## config.mk

```make
export PLATFORM = sky130hd
export DESIGN_NAME = sbus_sram_arbiter
export DESIGN_NICKNAME = d
export VERILOG_FILES = /design/src/rtl/sbus_sram_arbiter.sv
export SDC_FILE = /design/constraint.sdc
export NUM_CORES = 1
export LEC_CHECK = 0
export ABC_AREA = 1
export CORE_AREA = 2 2 108 110
export DETAILED_ROUTE_END_ITERATION = 7
export DIE_AREA = 0 0 110 112
export GPL_TIMING_DRIVEN = 0
export PLACE_DENSITY = 0.68
export SLEW_MARGIN = 20
export SYNTH_ARGS = -nofsm -noshare
export SYNTH_HDL_FRONTEND = slang
export SYNTH_SLANG_ARGS = --single-unit
```

## constraint.sdc

```tcl
create_clock -name clk -period 1.3 [get_ports clk]
set_clock_uncertainty 0.15 [all_clocks]
set_input_delay 0.13 -clock clk [delete_from_list [all_inputs] [get_ports clk]]
set_output_delay 0.13 -clock clk [all_outputs]
set_load 0.02 [all_outputs]
```

## src/rtl/sbus_sram_arbiter.sv

```systemverilog
// Shares one single-port synchronous SRAM among N_CH request channels.
// Responses are routed back in acceptance order through a RD_LAT-deep tag pipeline.
module sbus_sram_arbiter #(
    parameter int N_CH   = 2,
    parameter int ADDR_W = 32,
    parameter int DATA_W = 32,
    parameter int RD_LAT = 1,
    parameter int RR_EN  = 1
) (
    input  logic                          clk,
    input  logic                          rst,
    input  logic [N_CH-1:0]               ch_req_valid,
    output logic [N_CH-1:0]               ch_req_ready,
    input  logic [N_CH*(DATA_W/8)-1:0]    ch_req_we,
    input  logic [N_CH*ADDR_W-1:0]        ch_req_addr,
    input  logic [N_CH*DATA_W-1:0]        ch_req_wdata,
    output logic [N_CH-1:0]               ch_resp_valid,
    output logic [DATA_W-1:0]             ch_resp_rdata,
    output logic                          sram_en,
    output logic [DATA_W/8-1:0]           sram_we,
    output logic [ADDR_W-1:0]             sram_addr,
    output logic [DATA_W-1:0]             sram_wdata,
    input  logic [DATA_W-1:0]             sram_rdata
);

    localparam int BE_W  = DATA_W / 8;
    localparam int IDX_W = (N_CH > 1) ? $clog2(N_CH) : 1;

    logic [IDX_W-1:0]  last_grant_q;
    logic [IDX_W-1:0]  last_grant_d;
    logic              grant_any;
    logic [IDX_W-1:0]  grant_idx;
    logic [IDX_W-1:0]  cand;

    logic [RD_LAT-1:0] tag_vld_q;
    logic [IDX_W-1:0]  tag_idx_q [RD_LAT];
    logic              resp_vld;

    // Grant selection; reset suppresses any grant so nothing is accepted while rst is high.
    always_comb begin
        grant_any = 1'b0;
        grant_idx = '0;
        cand      = '0;
        if (!rst) begin
            if (RR_EN != 0) begin
                for (int k = 1; k <= N_CH; k++) begin
                    cand = IDX_W'((int'(last_grant_q) + k) % N_CH);
                    if (!grant_any && ch_req_valid[cand]) begin
                        grant_any = 1'b1;
                        grant_idx = cand;
                    end
                end
            end else begin
                for (int k = 0; k < N_CH; k++) begin
                    if (!grant_any && ch_req_valid[k]) begin
                        grant_any = 1'b1;
                        grant_idx = IDX_W'(k);
                    end
                end
            end
        end
    end

    assign last_grant_d = grant_any ? grant_idx : last_grant_q;

    always_ff @(posedge clk) begin
        if (rst) begin
            last_grant_q <= IDX_W'(N_CH - 1);
        end else begin
            last_grant_q <= last_grant_d;
        end
    end

    always_comb begin
        sram_en    = grant_any;
        sram_we    = '0;
        sram_addr  = '0;
        sram_wdata = '0;
        if (grant_any) begin
            sram_we    = ch_req_we[grant_idx*BE_W +: BE_W];
            sram_addr  = ch_req_addr[grant_idx*ADDR_W +: ADDR_W];
            sram_wdata = ch_req_wdata[grant_idx*DATA_W +: DATA_W];
        end
    end

    // Tag pipeline: stage 0 captures the grant, later stages shift every cycle.
    always_ff @(posedge clk) begin
        if (rst) begin
            tag_vld_q[0] <= 1'b0;
        end else begin
            tag_vld_q[0] <= grant_any;
        end
        tag_idx_q[0] <= grant_idx;
    end

    for (genvar gi = 1; gi < RD_LAT; gi++) begin : g_tag_stage
        always_ff @(posedge clk) begin
            if (rst) begin
                tag_vld_q[gi] <= 1'b0;
            end else begin
                tag_vld_q[gi] <= tag_vld_q[gi-1];
            end
            tag_idx_q[gi] <= tag_idx_q[gi-1];
        end
    end

    // A response is suppressed while rst is high even if the last stage still holds a tag.
    assign resp_vld      = tag_vld_q[RD_LAT-1] && !rst;
    assign ch_resp_rdata = resp_vld ? sram_rdata : '0;

    for (genvar gi = 0; gi < N_CH; gi++) begin : g_chan
        assign ch_req_ready[gi]  = grant_any && (grant_idx == IDX_W'(gi));
        assign ch_resp_valid[gi] = resp_vld && (tag_idx_q[RD_LAT-1] == IDX_W'(gi));
    end

endmodule

```

==> run summary <==
The largest area contributor in the synthesized netlist is sky130_fd_sc_hd__nand2_1. The tool flagged a number of max-cap violations equal to 0. The global routing usage on met3 came out at 0.0334.

The number of global-route vias before repair is 3150. Setup repair after global routing could not meet its margin everywhere. The final reports fail on negative setup slack. The final number of setup-violating endpoints came out at 103. The total count of max-transition violations in the final report came out at 0. The average detailed-routed wire length per instance came out at 14.1 um.

The quantity of I/O buffers inserted on ports is 276. The final period utilization is 1.27. The overall routing resource usage is 0.154.

The average footprint of a synthesized cell came out at 4.40 sq um. Static timing analysis puts the maximum clock frequency at 0.607 GHz. The DRC violation total after the first TritonRoute iteration is 103. The remaining design rule violation count came out at 0. The net switching power is 0.975 mW. Routability-driven placement finished with a final weighted congestion of 0.788.

Tracing the worst setup path back leads to its startpoint at last_grant_q. The sequential element share of the synthesized area came out at 0.0435. The clock transition at the registers of the reported paths is 0.03 ns. Once placement completed, the tool counted placed cells totaling 733. The run finished, with violations left. By area the synthesized netlist is led by sky130_fd_sc_hd__nand2_1 (38%), sky130_fd_sc_hd__nand3_1 (25%), sky130_fd_sc_hd__inv_1 (10%).

The maximum vdd ir drop came out at 0.711 mV. The final cell count without fillers is 767. In the routed layout, each cell is associated on average with a via count of 4.13. TritonCTS built the clock tree.

For the pin with the worst max-slew slack, the measured transition is 0.204 ns. The minimum setup slack in the final design came out at -0.348 ns. In this run the most critical hold path is launched from ch_req_valid[1]. The maximum number of pins on one net before global-route repair came out at 11. CTS built an H-tree with a depth of 1. Headroom to the max-slew limit came out at 0.864. The pre-CTS setup slack came out at -1.25 ns. The first global-routing pass estimated 15100 um of wire. In this run the count of I/O pins placed on the die edge is 277. STA classifies the critical path endpoint as an output pin. The power per unit of standard cell area came out at 471 nW/um^2. The clock latency on the worst-skew pair is 0.22 ns. The category of the worst setup path launch point is a flop. The number of unique standard cell types used by synthesis came out at 16. The number of warnings reported in the yosys synthesis log came out at 0. In the final layout, the share of cells above drive strength 1 is 0.421.

The post-synthesis net count came out at 486. The met1 usage came out at 0.151. The worst register-to-register path begins at last_grant_q. The root buffer cell chosen for the clock tree is sky130_fd_sc_hd__clkbuf_16. 0 antenna diodes ended up in the layout. The share of total power in combinational logic is 0.770. The overall via count from detail_route is 3167.

The clock buffer count from CTS came out at 3. The tightest min-delay check is of the input port to flop type. The maximum net fanout on the critical path is 6. Of the total power, registers draw 0.041. The number of fillers in the final layout came out at 1047. The number of failing hold endpoints at the final stage came out at 0.

The core area came out at 11200 sq um. The number of nets at the end of the flow came out at 797. The minimum clock period is 1.65 ns. The buffer levels on the longest clock path came out at 2. The global routing usage on met2 came out at 0.317. The area fraction of the dominant cell type after synthesis is 0.375.

The clock network power share came out at 0.189. The arrival time of the worst setup path came out at 1.37 ns. The effective utilization at floorplan is 0.124. Cell internal power was estimated by the tool at 1.62 mW. Measured along the x axis, the die boundary spans 110 um.

The number of clock sinks came out at 3. In this run, synthesis produced a sequential element count of 3. The placed instance area is 4350 sq um. The critical path class is flop to output pin. The area of all placed cells without fillers came out at 5520 sq um. The first-pass iteration count of the detailed router is 4. The analysis attributes to cell leakage a power of 2.63 nW.

The initial antenna violation count is 0. The switching power as a share of total power came out at 0.375. The number of rows in the core area is 39. The wire-length estimate of the detail-placed layout is 7890 um. The post-synthesis to final-layout area growth came out at 299%. Summing every instance area after synthesis gives 1380 sq um. The most utilized layer in the global route result is met2. The number of nets with antenna violations after routing came out at 0.

The die covers 12300 sq um. STA puts the critical path data required time at 1.02 ns. Summed over all layers, the global routing overflow is 0.

The synthesized netlist cell count came out at 314. The die span in y came out at 112 um. The total wire length after detailed routing came out at 10800 um.
area by class of cell:
class / instances / area [sq um] / area share
sequential: 3 / 65.1 / 0.0118
timing repair buffer: 307 / 3190 / 0.577
multi-input combinational: 250 / 1580 / 0.287
inverter: 38 / 150 / 0.0272
tap: 143 / 179 / 0.0324
buffer: 22 / 275 / 0.0499
clock buffer: 4 / 78.8 / 0.0143
worst paths after layout:
| path | slack, ns | to | depth (start not counted) |
|---|---|---|---|
| setup / recovery | -0.35 | sram_addr[19] | 8 |
| hold / removal | 0.03 | tag_vld_q | 3 |
| setup reg to reg | 0.32 | last_grant_q | 4 |
| hold reg to reg | 0.38 | last_grant_q | 2 |
power groups by stage:
| stage | registers (mW) | logic [mW] | clock network (mW) |
|---|---|---|---|
| 2_1_floorplan | 0.102 | 0.602 | 0 |
| 3_3_place_gp | 0.102 | 1.59 | 0 |
| 3_5_place_dp | 0.102 | 1.61 | 0 |
| 4_1_cts | 0.105 | 1.84 | 0.488 |
| 5_1_grt | 0.109 | 2.12 | 0.505 |
| 6_report | 0.108 | 2.00 | 0.491 |
critical path, stage by stage, from the launching register on:
cell                      delay (ns)
sky130_fd_sc_hd__dfxtp_2        0.32
sky130_fd_sc_hd__nand2_4        0.08
sky130_fd_sc_hd__nand2_8        0.07
sky130_fd_sc_hd__buf_12         0.14
sky130_fd_sc_hd__buf_12         0.13
sky130_fd_sc_hd__buf_8          0.14
sky130_fd_sc_hd__nand3_4        0.06
sky130_fd_sc_hd__nand2_2        0.06
sky130_fd_sc_hd__buf_6          0.13
placed cells by master (no fill, tap or decap), types with 2 or more instances in the layout:
cell type	count
sky130_fd_sc_hd__buf_12	10
sky130_fd_sc_hd__nand2_2	31
sky130_fd_sc_hd__nand3_4	6
sky130_fd_sc_hd__clkdlybuf4s15_2	2
sky130_fd_sc_hd__buf_16	3
sky130_fd_sc_hd__clkdlybuf4s50_1	168
sky130_fd_sc_hd__nand2_1	105
sky130_fd_sc_hd__inv_2	2
sky130_fd_sc_hd__nor2_1	4
sky130_fd_sc_hd__nor2_4	34
sky130_fd_sc_hd__buf_4	27
sky130_fd_sc_hd__buf_8	11
sky130_fd_sc_hd__nand3_1	45
sky130_fd_sc_hd__nand2_8	3
sky130_fd_sc_hd__inv_1	35
sky130_fd_sc_hd__nand3_2	17
sky130_fd_sc_hd__buf_6	86
sky130_fd_sc_hd__buf_2	20
sky130_fd_sc_hd__clkbuf_16	3
stage by stage:
stage	hold WS (ns)	power [mW]	utilization	setup TNS [ns]
3_3_place_gp	0.310	1.69	0.389	-110.15
6_report	0.0294	2.60	0.494	-22.80
4_1_cts	0.126	2.44	0.450	-22.20
2_1_floorplan	0.0524	0.704	-	0
5_1_grt	0.0763	2.74	0.494	-28.51
3_5_place_dp	0.361	1.71	0.389	-112.62
cell families after synthesis:
group           count (synthesis)  share of synthesized area
compound gates                  2                    0.00724
buf+inv                        62                      0.202
flops                           3                     0.0435
simple gates                  247                      0.747
synthesized netlist by cell type, drive strengths merged:
master / instances
nand2: 139
a21oi: 1
o21ai: 1
dfxtp: 3
nor2: 39
inv: 38
and2: 1
buf: 23
nand3: 68
clkbuf: 1
state kept, by name (all words and copies together) (netlist names):
signal	cells
tag_idx_q	1
tag_vld_q	1
last_grant_q	1
what timing repair did:
item / in CTS / in global routing
hold buffers: 0 / 0
buffers inserted: 16 / 6
setup endpoints to repair: 106 / 103
pin swaps: 11 / 17
hold endpoints to repair: 0 / 0
gates resized for setup: 687 / 109
cloned: 11 / 0
layer usage:
metal,vias to the layer above,share of wire
li1,1578,-
met1,1398,0.34
met5,-,0
met3,14,0.097
met2,177,0.55
met4,0,0.014
No activity file was read; power rests on OpenSTA's default activity.
